==> config.mk <==
export PLATFORM = sky130hd
export DESIGN_NAME = mem_port_arbiter
export DESIGN_NICKNAME = d
export VERILOG_FILES = /design/src/rtl/mem_port_arbiter.sv
export SDC_FILE = /design/constraint.sdc
export NUM_CORES = 1
export LEC_CHECK = 0
export ABC_AREA = 1
export ABC_CLOCK_PERIOD_IN_PS = 1260
export CAP_MARGIN = 10
export CORE_AREA = 2 2 106 108
export CTS_CLUSTER_SIZE = 30
export DETAILED_ROUTE_END_ITERATION = 16
export DIE_AREA = 0 0 108 110
export HOLD_SLACK_MARGIN = 0.03
export PLACE_DENSITY_LB_ADDON = 0.05
export SYNTH_ARGS = -nofsm -noshare
export SYNTH_HDL_FRONTEND = slang
export SYNTH_SLANG_ARGS = --single-unit
==> constraint.sdc <==
create_clock -name CLK -period 1.26 [get_ports CLK]
set_input_delay 0.126 -clock CLK [delete_from_list [all_inputs] [get_ports CLK]]
set_output_delay 0.126 -clock CLK [all_outputs]
set_load 0.05 [all_outputs]
==> src/rtl/mem_port_arbiter.sv <==
// mem_port_arbiter: shares one single-port synchronous RAM between the
// instruction-fetch port and the data-access port. Each access takes two
// cycles (issue, then response). Data loads are lane-aligned and extended,
// stores are lane-steered, and misaligned or illegal data requests complete
// with an error and no memory access.
module mem_port_arbiter #(
    parameter int WIDTH = 32
) (
    input  logic             CLK,
    input  logic             RST,
    input  logic             if_req,
    input  logic [WIDTH-1:0] if_addr,
    output logic             if_valid,
    output logic [WIDTH-1:0] if_rdata,
    input  logic             d_req,
    input  logic             d_we,
    input  logic [WIDTH-1:0] d_addr,
    input  logic [WIDTH-1:0] d_wdata,
    input  logic [2:0]       d_len,
    output logic             d_valid,
    output logic [WIDTH-1:0] d_rdata,
    output logic             d_err,
    output logic             stall,
    output logic             mem_en,
    output logic             mem_we,
    output logic [WIDTH-1:0] mem_addr,
    output logic [WIDTH-1:0] mem_wdata,
    output logic [3:0]       mem_be,
    input  logic [WIDTH-1:0] mem_rdata
);

    typedef enum logic [1:0] {
        IDLE    = 2'd0,
        IF_WAIT = 2'd1,
        D_WAIT  = 2'd2
    } state_t;

    state_t      state_q, state_d;
    logic        last_grant_q, last_grant_d;   // 1 = previous grant was data
    logic [1:0]  lane_q, lane_d;
    logic [2:0]  len_q, len_d;
    logic        err_q, err_d;
    logic        we_q, we_d;

    logic        grant_d;
    logic        grant_i;
    logic        d_half;
    logic        d_word;
    logic        d_illegal;
    logic        d_bad;

    // Fetch addresses are word-aligned by contract; their low bits carry nothing.
    logic        unused_if_lsbs;
    assign unused_if_lsbs = ^if_addr[1:0];

    // Shift the addressed lane down to bit 0, then sign- or zero-extend by length.
    function automatic logic [WIDTH-1:0] load_extend(
        input logic [WIDTH-1:0] raw,
        input logic [1:0]       lane,
        input logic [2:0]       len
    );
        logic [WIDTH-1:0]  shifted;
        logic signed [7:0]  byte_s;
        logic signed [15:0] half_s;
        shifted = raw >> {lane, 3'b000};
        byte_s  = shifted[7:0];
        half_s  = shifted[15:0];
        case (len)
            3'b000:  load_extend = WIDTH'(byte_s);
            3'b001:  load_extend = WIDTH'(half_s);
            3'b100:  load_extend = WIDTH'(shifted[7:0]);
            3'b101:  load_extend = WIDTH'(shifted[15:0]);
            default: load_extend = shifted;
        endcase
    endfunction

    // Request decode and arbitration; data wins unless it won last time.
    always_comb begin
        d_half    = (d_len[1:0] == 2'b01);
        d_word    = (d_len == 3'b010);
        d_illegal = (d_len == 3'b011) || (d_len == 3'b110) || (d_len == 3'b111);
        d_bad     = d_illegal | (d_half & d_addr[0]) | (d_word & (|d_addr[1:0]));
        grant_d   = (state_q == IDLE) & d_req & (~if_req | ~last_grant_q);
        grant_i   = (state_q == IDLE) & if_req & ~grant_d;
    end

    // Memory issue strobes, driven only in the issue cycle of a good access.
    always_comb begin
        mem_en    = 1'b0;
        mem_we    = 1'b0;
        mem_addr  = '0;
        mem_wdata = '0;
        mem_be    = 4'b0000;
        if (grant_i) begin
            mem_en   = 1'b1;
            mem_addr = {if_addr[WIDTH-1:2], 2'b00};
            mem_be   = 4'b1111;
        end else if (grant_d && !d_bad) begin
            mem_en   = 1'b1;
            mem_we   = d_we;
            mem_addr = {d_addr[WIDTH-1:2], 2'b00};
            mem_be   = 4'b1111;
            if (d_we) begin
                case (d_len[1:0])
                    2'b00: begin
                        mem_wdata = {4{d_wdata[7:0]}};
                        mem_be    = 4'b0001 << d_addr[1:0];
                    end
                    2'b01: begin
                        mem_wdata = {2{d_wdata[15:0]}};
                        mem_be    = 4'b0011 << d_addr[1:0];
                    end
                    default: begin
                        mem_wdata = d_wdata;
                        mem_be    = 4'b1111;
                    end
                endcase
            end
        end
    end

    // Next-state logic: latch the access attributes at issue, return after one wait cycle.
    always_comb begin
        state_d      = state_q;
        last_grant_d = last_grant_q;
        lane_d       = lane_q;
        len_d        = len_q;
        err_d        = err_q;
        we_d         = we_q;
        case (state_q)
            IDLE: begin
                if (grant_d) begin
                    state_d      = D_WAIT;
                    last_grant_d = 1'b1;
                    lane_d       = d_addr[1:0];
                    len_d        = d_len;
                    err_d        = d_bad;
                    we_d         = d_we;
                end else if (grant_i) begin
                    state_d      = IF_WAIT;
                    last_grant_d = 1'b0;
                end
            end
            IF_WAIT: state_d = IDLE;
            D_WAIT:  state_d = IDLE;
            default: state_d = IDLE;
        endcase
    end

    // State register; reset abandons any access in flight.
    always_ff @(posedge CLK or negedge RST) begin
        if (!RST) begin
            state_q      <= IDLE;
            last_grant_q <= 1'b0;
            lane_q       <= 2'b00;
            len_q        <= 3'b000;
            err_q        <= 1'b0;
            we_q         <= 1'b0;
        end else begin
            state_q      <= state_d;
            last_grant_q <= last_grant_d;
            lane_q       <= lane_d;
            len_q        <= len_d;
            err_q        <= err_d;
            we_q         <= we_d;
        end
    end

    assign if_valid = (state_q == IF_WAIT);
    assign if_rdata = if_valid ? mem_rdata : '0;
    assign d_valid  = (state_q == D_WAIT);
    assign d_err    = d_valid & err_q;
    assign d_rdata  = (d_valid && !err_q && !we_q) ? load_extend(mem_rdata, lane_q, len_q) : '0;
    assign stall    = (if_req & ~if_valid) | (d_req & ~d_valid);

endmodule

==> impl_metrics.yaml <==
status:
  outcome: "finished with violations"
  violations: "setup timing"
floorplan:
  design.die.area_um2: 11880
  num_rows: 38
  die_h_um: 110
  die_x_um: 108
  initial_utilization_pct: 25.22
  boundaryPins: 274
  coreArea_um2: 10700
flow_run:
  max-cap-violations: 0
critical_path:
  critPathLaunch: "lane_q[0]"
  path_max_fanout: 13
  timing.rr.end: "err_q"
  required_ps: 1130
  cp-end-kind: "output pin"
  cp-endpoint: "d_rdata[4]"
  critPathKind: "reg -> out"
  rr_worst_depth: 7
  crit_arrival_ps: 1770
  ff2ff_setup_slack_ps: -70
  rr_startpoint: "state_q[0]"
  start_kind: "flop"
global_routing:
  grt_max_degree: 23
  grt_antenna_before_repair: 0
  grt_pass1_wl_mm: 25.05
  grt_pass1_vias: 5125
  globalRoute.totalOverflow: 0
  grt.total_usage_pct: 26.35
sta:
  finClkSkew_ps: 0.7091
  timing.fmax_mhz: 528.3
  hold_viol: 0
  post-route-min-period_ps: 1893
  rsz0062_at_grt: "true"
  setup_slack_ps: -633.0
  totalNegativeSetupSlack_ps: -67130
  drv_slew: 0
  post-route-period-util_pct: 150.2
  setup_violations: 137
synthesis:
  synth_area_um2: 2698
  synth_area_per_cell_um2: 5.188
  synth.top_cell.area_share_pct: 24.21
  synth_edf_count: 0
  synth-seq-cells: 10
  synth_seq_area_share_pct: 9.276
  yosys.area.top_type: "nand2_1"
  synthCells: 520
  synthFlopType: "dfrtp_1"
  async_flop_share_pct: 100.0
  yosys_warnings: 0
  ys_types: 30
  netlist_top_cells_area: "nand2_1 (24%), nor2_1 (12%), dfrtp_1 (9.3%)"
cts:
  ctsHtreeMaxLevel: 1
  cts_tree: "built"
  numClockSinks: 10
  path_clk_slew_ps: 50
  cts_max_path_buffers: 2
  cts_inserted_buffers: 3
  clock_latency_ps: 230
  cts-root-buf: "clkbuf_8"
placement:
  io_buffers: 269
  placed_area_um2: 8011
  hpwl_mm: 12.27
  gp_congestion: 0.8615
  dp_slack_ps: -593.9
layout:
  area_growth_pct: 243.4
  design_area_um2: 9263
  fin_util_pct: 86.58
  layout.nets: 1016
  drive_gt1_share_pct: 57.11
  n_antenna_cell: 0
  n_fill_cell: 559
pwr:
  leakagePower_nw: 3.932
  p_per_area_nw_per_um2: 1384
  total_power_mw: 12.82
  ir_drop_v: 0.0009411
routing:
  wirelength_mm: 17.51
  vias_per_cell: 4.875
  num_vias: 4968
  wire_per_inst_um: 17.18
  drc: 0
  drt_iter0_drc: 185
  first_pass_iters: 5
  ant_nets: 0
hold_path:
  hold_path.class: "in -> async"
## what timing repair did
action                                  in CTS  in global routing
endpoints found under the hold margin        0                  0
resized for setup                          135                108
endpoints found under the setup margin     137                139
gates cloned                                 9                  6
setup buffers                                4                  9
pin swaps                                   30                 17
hold buffers                                 0                  0
## state kept, by name, summed over array words and instances, names as in the netlist
register / flops
state_q: 2
lane_q: 2
len_q: 3
err_q: 1
last_grant_q: 1
we_q: 1
## power by group
| group | switching (mW) | total [mW] | internal, mW |
|---|---|---|---|
| clock | 0.125 | 0.399 | 0.275 |
| combinational | 6.67 | 11.8 | 5.13 |
| sequential | 0.151 | 0.619 | 0.468 |
| total | 6.94 | 12.8 | 5.87 |
## per-stage QoR
stage	hold slack, ps	std cells
final	208.8	1019
after global routing	243.4	1019
after CTS	220.2	1006
after detailed placement	472.1	989
after global placement	454.1	989
after floorplan	-169.6	521
## synth_stat cells (8+ instances only)
cell type and count:
nor2_1 84, o211ai_1 17, nor2_4 10, dfrtp_1 10, inv_1 53, nand2_1 174
a21oi_1 43, buf_2 12, buf_4 8, nor2_2 10, o21ai_0 48
## worst max-delay path, stage by stage (launching register included)
cell	delay [ps]
dfrtp_2	490
buf_12	180
buf_4	140
nand2_1	110
o21ai_2	80
buf_4	140
o21ai_2	170
a21oi_4	60
buf_12	160
## final cells by class
| class | count | area (µm²) | share of cell area (%) |
|---|---|---|---|
| Timing Repair Buffer | 385 | 4949 | 53.42 |
| Multi-Input combinational cell | 416 | 3496 | 37.74 |
| Inverter | 61 | 307.8 | 3.323 |
| Sequential cell | 10 | 254.0 | 2.742 |
| Tap cell | 140 | 175.2 | 1.891 |
| Clock buffer | 4 | 55.05 | 0.5944 |
| Timing Repair inverter | 3 | 26.28 | 0.2837 |
## cells by family (layout without fill, tap and decap cells)
| family | count (synthesis) | count (layout) | share of synthesized area [%] |
|---|---|---|---|
| other cells | 1 | 2 | 0.1390 |
| simple gates | 297 | 299 | 49.54 |
| buf+inv | 97 | 453 | 17.72 |
| compound gates | 115 | 115 | 23.33 |
| flops | 10 | 10 | 9.276 |
## cells in the final DEF (no fill, tap or decap), drive strengths merged
cell type        n
dlymetal6s2s     1
nor2           105
o21ai           54
inv             58
conb             2
nor3             2
dfrtp           10
a21oi           44
clkbuf           9
nand3           10
clkinv           6
clkdlybuf4s50  132
nand2          181
or2              1
o211ai          17
buf            247
## layer usage
metal  wire length, µm  track usage (%)
met5                 0                0
met4               511            7.601
met3              1218            6.467
met2             10130            53.73
met1              5645            26.09
## worst min-delay path by stage
stage,depth (start not counted),end,slack [ps]
after global placement,2,last_grant_q,450
after global routing,1,last_grant_q,240
after floorplan,0,err_q,-170
after CTS,1,last_grant_q,220
final,1,last_grant_q,210
after detailed placement,1,last_grant_q,470
No activity file was read; power rests on OpenSTA's default activity.
